==> src/rtl/npu_exc_commit_ctrl_if.sv <==
// Commit-side exception bus: MEM-stage cause/PC in, flush/redirect/CP0 update out.
// The slave side belongs to the commit controller; the master side drives it.
interface npu_exc_commit_ctrl_if;
    typedef struct packed {
        logic Interrupt;
        logic WrongAddressinIF;
        logic TLBRefillinIF;
        logic TLBInvalidinIF;
        logic CoprocessorUnusable;
        logic ReservedInstruction;
        logic Syscall;
        logic Break;
        logic Overflow;
        logic Trap;
        logic RdWrongAddressinMEM;
        logic WrWrongAddressinMEM;
        logic RdTLBRefillinMEM;
        logic RdTLBInvalidinMEM;
        logic WrTLBRefillinMEM;
        logic WrTLBInvalidinMEM;
        logic TLBModified;
        logic Eret;
        logic Refetch;
    } ExceptinPipeType;

    logic            MEM_Valid;
    ExceptinPipeType MEM_ExceptType;
    logic [31:0]     MEM_PC;
    logic            MEM_IsInDelaySlot;
    logic [31:0]     MEM_DataAddr;
    logic            CP0_BEV;
    logic [31:0]     CP0_EPC;
    logic            DCache_Busy;
    logic            Redirect_Ready;
    logic            Busy;
    logic            Flush;
    logic            Redirect_Valid;
    logic [31:0]     Redirect_PC;
    logic            CP0_ExcWe;
    logic [4:0]      CP0_ExcCode;
    logic [31:0]     CP0_EPCWdata;
    logic            CP0_BD;
    logic            CP0_BadVAddrWe;
    logic [31:0]     CP0_BadVAddr;
    logic            CP0_EretWe;

    modport slave (
        input  MEM_Valid, MEM_ExceptType, MEM_PC, MEM_IsInDelaySlot,
        input  MEM_DataAddr, CP0_BEV, CP0_EPC, DCache_Busy, Redirect_Ready,
        output Busy, Flush, Redirect_Valid, Redirect_PC,
        output CP0_ExcWe, CP0_ExcCode, CP0_EPCWdata, CP0_BD,
        output CP0_BadVAddrWe, CP0_BadVAddr, CP0_EretWe
    );

    modport master (
        output MEM_Valid, MEM_ExceptType, MEM_PC, MEM_IsInDelaySlot,
        output MEM_DataAddr, CP0_BEV, CP0_EPC, DCache_Busy, Redirect_Ready,
        input  Busy, Flush, Redirect_Valid, Redirect_PC,
        input  CP0_ExcWe, CP0_ExcCode, CP0_EPCWdata, CP0_BD,
        input  CP0_BadVAddrWe, CP0_BadVAddr, CP0_EretWe
    );
endinterface

==> src/rtl/npu_exc_commit_ctrl.sv <==
// Exception/Eret/Refetch commit sequencer: drain D-side, flush pipe,
// update CP0 once, then hand the new fetch target to IF.
module npu_exc_commit_ctrl #(
    parameter int unsigned FLUSH_CYCLES = 2,
    parameter logic [31:0] REFILL_OFS   = 32'h0000_0000,
    parameter logic [31:0] GENERAL_OFS  = 32'h0000_0180
) (
    input logic clk,
    input logic resetn,
    npu_exc_commit_ctrl_if.slave bus
);

    typedef enum logic [1:0] {
        IDLE,
        DRAIN,
        FLUSH,
        REDIRECT
    } state_t;

    localparam logic [3:0] CNT_INIT = 4'(FLUSH_CYCLES - 1);

    state_t      state;
    state_t      state_nx;
    logic [3:0]  cnt;
    logic [3:0]  cnt_nx;

    logic [18:0] flags_q;
    logic [31:0] pc_q;
    logic [31:0] addr_q;
    logic [31:0] epc_q;
    logic        bd_q;
    logic        bev_q;

    logic [18:0] flags_in;
    logic        take;
    logic        first;

    // Cause decode state (from latched flags)
    logic [18:0] pri;
    logic [18:0] oh;
    logic [4:0]  code;
    logic        exc;
    logic        eret;
    logic        refetch;
    logic        bv_pc;
    logic        bv_da;
    logic        refill;

    logic [31:0] base;
    logic [31:0] target;
    logic [31:0] epc_wr;

    assign flags_in = bus.MEM_ExceptType;
    assign take     = (state == IDLE) && bus.MEM_Valid && (|flags_in);
    assign first    = (state == FLUSH) && (cnt == CNT_INIT);

    // Interrupt sits in the MSB; reverse so bit 0 is the highest priority
    always_comb begin
        pri = '0;
        for (int i = 0; i < 19; i++) begin
            pri[i] = flags_q[18-i];
        end
        oh = pri & (~pri + 19'd1);
    end

    always_comb begin
        code    = '0;
        exc     = 1'b0;
        eret    = 1'b0;
        refetch = 1'b0;
        bv_pc   = 1'b0;
        bv_da   = 1'b0;
        refill  = 1'b0;
        unique case (1'b1)
            oh[0]: begin
                exc  = 1'b1;
                code = 5'd0;
            end
            oh[1]: begin
                exc   = 1'b1;
                code  = 5'd4;
                bv_pc = 1'b1;
            end
            oh[2]: begin
                exc    = 1'b1;
                code   = 5'd2;
                bv_pc  = 1'b1;
                refill = 1'b1;
            end
            oh[3]: begin
                exc   = 1'b1;
                code  = 5'd2;
                bv_pc = 1'b1;
            end
            oh[4]: begin
                exc  = 1'b1;
                code = 5'd11;
            end
            oh[5]: begin
                exc  = 1'b1;
                code = 5'd10;
            end
            oh[6]: begin
                exc  = 1'b1;
                code = 5'd8;
            end
            oh[7]: begin
                exc  = 1'b1;
                code = 5'd9;
            end
            oh[8]: begin
                exc  = 1'b1;
                code = 5'd12;
            end
            oh[9]: begin
                exc  = 1'b1;
                code = 5'd13;
            end
            oh[10]: begin
                exc   = 1'b1;
                code  = 5'd4;
                bv_da = 1'b1;
            end
            oh[11]: begin
                exc   = 1'b1;
                code  = 5'd5;
                bv_da = 1'b1;
            end
            oh[12]: begin
                exc    = 1'b1;
                code   = 5'd2;
                bv_da  = 1'b1;
                refill = 1'b1;
            end
            oh[13]: begin
                exc   = 1'b1;
                code  = 5'd2;
                bv_da = 1'b1;
            end
            oh[14]: begin
                exc    = 1'b1;
                code   = 5'd3;
                bv_da  = 1'b1;
                refill = 1'b1;
            end
            oh[15]: begin
                exc   = 1'b1;
                code  = 5'd3;
                bv_da = 1'b1;
            end
            oh[16]: begin
                exc   = 1'b1;
                code  = 5'd1;
                bv_da = 1'b1;
            end
            oh[17]: eret = 1'b1;
            oh[18]: refetch = 1'b1;
            default: ;
        endcase
    end

    always_comb begin
        base   = bev_q ? 32'hBFC0_0200 : 32'h8000_0000;
        epc_wr = bd_q ? (pc_q - 32'd4) : pc_q;
        if (eret) begin
            target = epc_q;
        end else if (refetch) begin
            target = pc_q;
        end else begin
            target = base + (refill ? REFILL_OFS : GENERAL_OFS);
        end
    end

    always_comb begin
        state_nx = state;
        cnt_nx   = cnt;
        unique case (state)
            IDLE: begin
                if (take) state_nx = DRAIN;
            end
            DRAIN: begin
                if (!bus.DCache_Busy) begin
                    state_nx = FLUSH;
                    cnt_nx   = CNT_INIT;
                end
            end
            FLUSH: begin
                if (cnt == 4'd0) state_nx = REDIRECT;
                else cnt_nx = cnt - 4'd1;
            end
            REDIRECT: begin
                if (bus.Redirect_Ready) state_nx = IDLE;
            end
            default: state_nx = IDLE;
        endcase
    end

    always_ff @(posedge clk or negedge resetn) begin
        if (!resetn) begin
            state <= IDLE;
            cnt   <= '0;
        end else begin
            state <= state_nx;
            cnt   <= cnt_nx;
        end
    end

    always_ff @(posedge clk or negedge resetn) begin
        if (!resetn) begin
            flags_q <= '0;
            pc_q    <= '0;
            addr_q  <= '0;
            epc_q   <= '0;
            bd_q    <= 1'b0;
            bev_q   <= 1'b0;
        end else if (take) begin
            flags_q <= flags_in;
            pc_q    <= bus.MEM_PC;
            addr_q  <= bus.MEM_DataAddr;
            epc_q   <= bus.CP0_EPC;
            bd_q    <= bus.MEM_IsInDelaySlot;
            bev_q   <= bus.CP0_BEV;
        end
    end

    // Take-cycle stall is combinational; keep it quiet while held in reset
    assign bus.Busy           = (state != IDLE) || (take && resetn);
    assign bus.Flush          = (state == FLUSH);
    assign bus.Redirect_Valid = (state == REDIRECT);
    assign bus.Redirect_PC    = (state == REDIRECT) ? target : '0;

    assign bus.CP0_ExcWe      = first && exc;
    assign bus.CP0_ExcCode    = (first && exc) ? code : '0;
    assign bus.CP0_EPCWdata   = (first && exc) ? epc_wr : '0;
    assign bus.CP0_BD         = first && exc && bd_q;
    assign bus.CP0_BadVAddrWe = first && (bv_pc || bv_da);
    assign bus.CP0_BadVAddr   = !first ? '0 :
                                bv_pc ? pc_q :
                                bv_da ? addr_q : '0;
    assign bus.CP0_EretWe     = first && eret;

endmodule

==> src/flat_wrapper.sv <==
// flat-port wrapper written by rule: the top's interface ports become plain ports
module npu_exc_commit_ctrl_flat 
#(
    parameter int unsigned FLUSH_CYCLES = 2,
    parameter logic [31:0] REFILL_OFS   = 32'h0000_0000,
    parameter logic [31:0] GENERAL_OFS  = 32'h0000_0180
)
  (clk, resetn, bus_MEM_Valid, bus_MEM_ExceptType, bus_MEM_PC, bus_MEM_IsInDelaySlot, bus_MEM_DataAddr, bus_CP0_BEV, bus_CP0_EPC, bus_DCache_Busy, bus_Redirect_Ready, bus_Busy, bus_Flush, bus_Redirect_Valid, bus_Redirect_PC, bus_CP0_ExcWe, bus_CP0_ExcCode, bus_CP0_EPCWdata, bus_CP0_BD, bus_CP0_BadVAddrWe, bus_CP0_BadVAddr, bus_CP0_EretWe);
  npu_exc_commit_ctrl_if bus_i ();
  input logic clk;
  input logic resetn;
  input wire logic [$bits(bus_i.MEM_Valid)-1:0] bus_MEM_Valid;
  input wire logic [$bits(bus_i.MEM_ExceptType)-1:0] bus_MEM_ExceptType;
  input wire logic [$bits(bus_i.MEM_PC)-1:0] bus_MEM_PC;
  input wire logic [$bits(bus_i.MEM_IsInDelaySlot)-1:0] bus_MEM_IsInDelaySlot;
  input wire logic [$bits(bus_i.MEM_DataAddr)-1:0] bus_MEM_DataAddr;
  input wire logic [$bits(bus_i.CP0_BEV)-1:0] bus_CP0_BEV;
  input wire logic [$bits(bus_i.CP0_EPC)-1:0] bus_CP0_EPC;
  input wire logic [$bits(bus_i.DCache_Busy)-1:0] bus_DCache_Busy;
  input wire logic [$bits(bus_i.Redirect_Ready)-1:0] bus_Redirect_Ready;
  output wire logic [$bits(bus_i.Busy)-1:0] bus_Busy;
  output wire logic [$bits(bus_i.Flush)-1:0] bus_Flush;
  output wire logic [$bits(bus_i.Redirect_Valid)-1:0] bus_Redirect_Valid;
  output wire logic [$bits(bus_i.Redirect_PC)-1:0] bus_Redirect_PC;
  output wire logic [$bits(bus_i.CP0_ExcWe)-1:0] bus_CP0_ExcWe;
  output wire logic [$bits(bus_i.CP0_ExcCode)-1:0] bus_CP0_ExcCode;
  output wire logic [$bits(bus_i.CP0_EPCWdata)-1:0] bus_CP0_EPCWdata;
  output wire logic [$bits(bus_i.CP0_BD)-1:0] bus_CP0_BD;
  output wire logic [$bits(bus_i.CP0_BadVAddrWe)-1:0] bus_CP0_BadVAddrWe;
  output wire logic [$bits(bus_i.CP0_BadVAddr)-1:0] bus_CP0_BadVAddr;
  output wire logic [$bits(bus_i.CP0_EretWe)-1:0] bus_CP0_EretWe;
  assign bus_i.MEM_Valid = bus_MEM_Valid;
  assign bus_i.MEM_ExceptType = bus_MEM_ExceptType;
  assign bus_i.MEM_PC = bus_MEM_PC;
  assign bus_i.MEM_IsInDelaySlot = bus_MEM_IsInDelaySlot;
  assign bus_i.MEM_DataAddr = bus_MEM_DataAddr;
  assign bus_i.CP0_BEV = bus_CP0_BEV;
  assign bus_i.CP0_EPC = bus_CP0_EPC;
  assign bus_i.DCache_Busy = bus_DCache_Busy;
  assign bus_i.Redirect_Ready = bus_Redirect_Ready;
  assign bus_Busy = bus_i.Busy;
  assign bus_Flush = bus_i.Flush;
  assign bus_Redirect_Valid = bus_i.Redirect_Valid;
  assign bus_Redirect_PC = bus_i.Redirect_PC;
  assign bus_CP0_ExcWe = bus_i.CP0_ExcWe;
  assign bus_CP0_ExcCode = bus_i.CP0_ExcCode;
  assign bus_CP0_EPCWdata = bus_i.CP0_EPCWdata;
  assign bus_CP0_BD = bus_i.CP0_BD;
  assign bus_CP0_BadVAddrWe = bus_i.CP0_BadVAddrWe;
  assign bus_CP0_BadVAddr = bus_i.CP0_BadVAddr;
  assign bus_CP0_EretWe = bus_i.CP0_EretWe;
  npu_exc_commit_ctrl #(.FLUSH_CYCLES(FLUSH_CYCLES), .REFILL_OFS(REFILL_OFS), .GENERAL_OFS(GENERAL_OFS)) u_core (.clk(clk), .resetn(resetn), .bus(bus_i));
endmodule
==> config.mk <==
export PLATFORM = sky130hd
export DESIGN_NAME = npu_exc_commit_ctrl_flat
export DESIGN_NICKNAME = d
export VERILOG_FILES = /design/src/rtl/npu_exc_commit_ctrl_if.sv /design/src/rtl/npu_exc_commit_ctrl.sv /design/src/flat_wrapper.sv
export SDC_FILE = /design/constraint.sdc
export NUM_CORES = 1
export LEC_CHECK = 0
export BUFFER_PORTS_ARGS = -buffer_cell sky130_fd_sc_hd__clkbuf_2
export CORE_AREA = 2 2 118 120
export DETAILED_ROUTE_END_ITERATION = 16
export DIE_AREA = 0 0 120 122
export PLACE_DENSITY = 0.85
export SYNTH_ARGS = -nofsm -noshare
export SYNTH_HDL_FRONTEND = slang
export SYNTH_SLANG_ARGS = --single-unit
==> constraint.sdc <==
create_clock -name clk -period 3.9 [get_ports clk]
set_clock_uncertainty 0.15 [all_clocks]
set_input_delay 0.585 -clock clk [delete_from_list [all_inputs] [get_ports clk]]
set_output_delay 0.585 -clock clk [all_outputs]
set_load 0.05 [all_outputs]
==> results.cfg, run 1 <==
[power_and_ir_drop]
p_leak_nw = 4.29
switching_share_pct = 46.0
pwr-share-comb_pct = 50.2
p_per_area_mw_per_mm2 = 908
switching_power_mw = 3.86
intPower_mw = 4.54
ir_drop_uv = 691
pwr-share-clk_pct = 18.5
power_mw = 8.41
seq_power_share_pct = 31.2

[routing]
routedWlPerCell_um = 19.1
antenna_left = 0
wl_mm = 21.5
drt_iter0_markers = 562
dr_total_vias = 6615
drtPass1Iterations = 6
drc = 0
vias_per_cell = 5.87

[floorplanning]
die_area_mm2 = 0.0146
start_util_pct = 53.8
rows = 43
io_pins = 230
die_h_um = 122
core_mm2 = 0.0135
die_width_um = 120

[global_route]
grt_pass1_wl_mm = 33.1
grt_overflow = 0
first_global_vias = 6363
antenna_found_initial = 0
grtUsageTotal_pct = 29.4
grt_max_degree = 67

[timing]
max_freq_mhz = 266
setup_violations = 0
setup_ws_ps = 138
rsz0062_at_grt = no
setup-tns-final_ps = 0
hold_slack_ps = 249
finalCritPeriodShare_pct = 96.5
max_slew_margin_pct = 45.1
tightest_slew_ps = 823
maxSlewViolCount = 0
finalHoldViolCount = 0
min_period_ps = 3760

[layout]
drive_above_1_share_pct = 45.0
fin_cells = 1127
final_common_cell = clkbuf_2
fin_area_mm2 = 0.00925
antenna_cells = 0
final_cell_mix = clkbuf_2 (227), dfrtp_1 (123), mux2_2 (117)
fillers = 1051
area_growth_syn_to_layout_pct = 27.4
utilization_pct = 68.5
nets = 1064

[synthesis]
syn_avg_cell_area_um2 = 10.1
synth_edf_count = 0
netlist_area_mm2 = 0.00726
synth_cells = 718
yosysWarnings = 0
synthFlopType = dfrtp_1
ys_ff_latch = 123
syn_nets = 848
synthDistinctLibCells = 58
async_flop_share_pct = 100
ys_seq_area_share_pct = 42.4

[setup_path]
startpoint_type = flip-flop
arrival_ps = 3030
end_kind = output pin
critPathMaxFanout = 30
worstSetupPathType = reg -> out
worstPathRequired_ps = 3160

[clocking]
worstSkewPairLatency_ps = 410
cts_inserted_buffers = 17
path_clk_slew_ps = 60
cts_resized = 0
clock-sinks = 123
cts_tree = yes
root_buffer = clkbuf_16
clk_path_buf_depth = 2
hold_buffers = 0
cts_setup_buffers = 0
ctsHtreeMaxLevel = 4

[place]
hpwl_mm = 15.7
dp_slack_ps = 658
dp.cells = 1095
portBuffers = 228
placed_cell_area_mm2 = 0.00866
gp_congestion = 0.856

[hold_path]
min_path_type = in -> async

[job]
maxCapViolations = 0

[status]
status = complete, no violations
[flip-flops by register name, summed over array words and instances, names as in the netlist]
name and flops:
u_core.addr_q 32, u_core.epc_q 32, u_core.flags_q 19, u_core.bd_q 1, u_core.pc_q 32, u_core.bev_q 1
u_core.state 2, u_core.cnt 4
[power by group through the flow]
| stage | Clock [mW] | Sequential, mW | Combinational, mW |
|---|---|---|---|
| global route | 1.64 | 2.70 | 4.52 |
| finish | 1.56 | 2.63 | 4.22 |
| detailed placement | 0 | 2.62 | 4.21 |
| global placement | 0 | 2.57 | 4.11 |
| CTS | 1.57 | 2.61 | 4.24 |
| floorplan | 0 | 2.33 | 3.28 |
[path summary, 6_finish.rpt]
kind	start	end	slack (ps)	cells after the start
hold / removal	resetn	u_core.epc_q[22]	250	2
max in group asynchronous	resetn	u_core.pc_q[31]	2790	2
setup / recovery	u_core.flags_q[11]	bus_Redirect_PC[22]	140	6
min in group clk	bus_MEM_PC[27]	u_core.pc_q[27]	250	2
hold reg to reg	u_core.addr_q[30]	u_core.addr_q[30]	350	1
setup reg to reg	u_core.cnt[0]	u_core.state[1]	1560	6
[logic make-up after synthesis]
kind of cell	after synthesis	share of synthesized area, %
compound gates	106	10.3
xor+xnor	11	1.33
fa+ha+maj	8	1.38
buf+inv	107	5.89
flops	123	42.4
mux	152	23.0
other cells	1	0.0516
simple gates	210	15.7
[area by class of cell]
class                           count  area, um2  share of cell area, %
Timing Repair Buffer              253       1370                   14.8
Multi-Input combinational cell    488       3800                   41.1
Inverter                           51        191                   2.07
Sequential cell                   123       3080                   33.3
Tap cell                          180        225                   2.43
Clock buffer                       21        470                   5.08
Clock inverter                     11        119                   1.28
[worst max-delay path: stages, from the launching register on]
cell	delay, ps
dfrtp_1	400
nor4_1	610
nand3_2	290
buf_4	310
or2_1	420
o221a_2	340
clkbuf_2	230
[layer usage]
layer	track usage [%]	share of wire, %	up-vias
met5	0	0	-
met4	13.9	3.9	0
met3	7.30	7.4	56
met2	49.3	49	330
met1	35.7	40	3191
li1	-	-	3038
[synthesized netlist by cell type, types with 4 or more instances]
cell type / number / area, um2
a21oi_1: 32 / 160
buf_2: 18 / 90.1
clkbuf_1: 35 / 131
dfrtp_1: 123 / 3080
ha_1: 8 / 100
inv_1: 51 / 191
mux2_2: 117 / 1320
mux2i_1: 35 / 350
nand2_1: 19 / 71.3
nand2b_1: 4 / 25.0
nand3_1: 9 / 45.0
nand4_1: 5 / 31.3
nor2_1: 35 / 131
nor3_1: 88 / 440
nor4_1: 12 / 75.1
o21a_1: 21 / 158
o21ai_0: 8 / 40.0
o221a_2: 11 / 124
o31ai_1: 13 / 97.6
or3_1: 6 / 37.5
or4_1: 12 / 90.1
xnor2_1: 8 / 70.1
(Power assumes the default switching activity.)
==> run 2, diff against run 1 <==
Settings changed: BUFFER_PORTS_ARGS -buffer_cell sky130_fd_sc_hd__clkbuf_2 to -buffer_cell sky130_fd_sc_hd__buf_2, CTS_CLUSTER_DIAMETER from default to 30.
==> run 2 against run 1 <==
Net effect: highest routed layer unchanged; register-to-register slack about the same; final cell count down 0.18%; fmax up 3.0%; critical path depth down 1; die area unchanged; via count down 0.32%; clock-buffer cell count up 5; sequential share of layout area up 0.32 points; combinational power down 2%.
==> results.cfg, run 2 (synthesis gave the netlist of run 1 again) <==
[routing]
antenna_left = 0
drc = 0
drtPass1Iterations = 6
vias_per_cell = 5.86
wl_mm = 21.3
dr_total_vias = 6594
drt_iter0_markers = 586
routedWlPerCell_um = 19.0

[place]
dp.cells = 1091
gp_congestion = 0.876
dp_slack_ps = 718
portBuffers = 228
hpwl_mm = 15.3

[clocking]
clk_path_buf_depth = 2
cts_tree = yes
cts_setup_buffers = 0
cts_resized = 0
ctsHtreeMaxLevel = 4
cts_inserted_buffers = 17
worstSkewPairLatency_ps = 420
path_clk_slew_ps = 60
root_buffer = clkbuf_16
clock-sinks = 123
hold_buffers = 1

[setup_path]
worstSetupPathType = reg -> out
worstPathRequired_ps = 3160
critPathMaxFanout = 12
startpoint_type = flip-flop
arrival_ps = 2920
end_kind = output pin

[timing]
setup_violations = 0
setup-tns-final_ps = 0
tightest_slew_ps = 817
max_slew_margin_pct = 45.4
maxSlewViolCount = 0
finalHoldViolCount = 0
rsz0062_at_grt = no
max_freq_mhz = 274
min_period_ps = 3650
setup_ws_ps = 248
finalCritPeriodShare_pct = 93.6

[floorplanning]
die_width_um = 120
start_util_pct = 53.8
core_mm2 = 0.0135
die_h_um = 122
io_pins = 230
die_area_mm2 = 0.0146
rows = 43

[layout]
final_common_cell = buf_2
reg_top3 = u_core.addr_q (32), u_core.epc_q (32), u_core.pc_q (32)
fillers = 1064
final_cell_mix = buf_2 (227), dfrtp_1 (123), mux2_2 (117)
fin_cells = 1125
nets = 1061
area_growth_syn_to_layout_pct = 26.2
drive_above_1_share_pct = 44.3

[power_and_ir_drop]
ir_drop_uv = 589
p_per_area_mw_per_mm2 = 896
power_mw = 8.21
p_leak_nw = 4.30

[status]
status = complete, no violations

[hold_path]
min_path_type = in -> reg

[global_route]
grt_overflow = 0
antenna_found_initial = 1
grtUsageTotal_pct = 29.3
grt_pass1_wl_mm = 33.0
grt_max_degree = 62
first_global_vias = 6512

[job]
maxCapViolations = 0
run 2: changes by cell type in the layout (fill, tap and decap cells not counted), moves of 2 or more:
cell,before,now
buf_4,23,21
clkbuf_2,227,0
buf_12,3,1
buf_2,0,227
bufinv_16,2,0
clkbuf_1,1,5
run 2: cell type report:
cell class	instances	area, um2	area share (%)
multi-input combinational	488	3810	41.6
sequential	123	3080	33.6
timing repair buffer	250	1320	14.4
clock buffer	26	499	5.45
tap	180	225	2.46
inverter	51	191	2.09
clock inverter	6	37.5	0.410
antenna	1	2.50	0.0273
run 2: per-layer routing:
layer / vias to the layer above / routed length [um] / track usage, %
met5: - / 0 / 0
met4: 0 / 646 / 13.3
met3: 54 / 1580 / 7.72
met2: 292 / 10700 / 49.7
met1: 3219 / 8440 / 35.1
li1: 3029 / - / -
run 2: stage by stage:
| step | cell area [um2] | utilization, % | hold slack (ps) |
|---|---|---|---|
| floorplan | 7260 | - | 139 |
| global placement | 8620 | 63.8 | 336 |
| detailed placement | 8620 | 63.8 | 342 |
| CTS | 9160 | 67.9 | 236 |
| global route | 9160 | 67.9 | 235 |
| finish | 9170 | 67.9 | 245 |
run 2: worst paths after layout:
check / slack [ps] / endpoint / startpoint / cells after the start
hold reg to reg: 350 / u_core.addr_q[2] / u_core.addr_q[2] / 1
min in group asynchronous: 460 / u_core.pc_q[25] / resetn / 2
setup reg to reg: 1550 / u_core.flags_q[12] / u_core.state[0] / 6
setup / recovery: 250 / bus_Redirect_PC[29] / u_core.flags_q[5] / 5
max in group asynchronous: 2060 / u_core.epc_q[31] / resetn / 3
hold / removal: 250 / u_core.epc_q[8] / bus_CP0_EPC[8] / 2
run 2: power breakdown:
group          switching, mW  leakage (nW)  internal, mW
Sequential             0.704          1.46          1.93
Combinational           2.56          2.58          1.59
Clock                  0.561         0.256         0.875
Total                   3.82          4.30          4.39
run 2: critical path, stage by stage, from the launching register on:
cell and delay (ps):
dfrtp_1 420, nor4_2 460, nand4b_1 600, o21a_1 510, o221a_2 300, buf_2 210
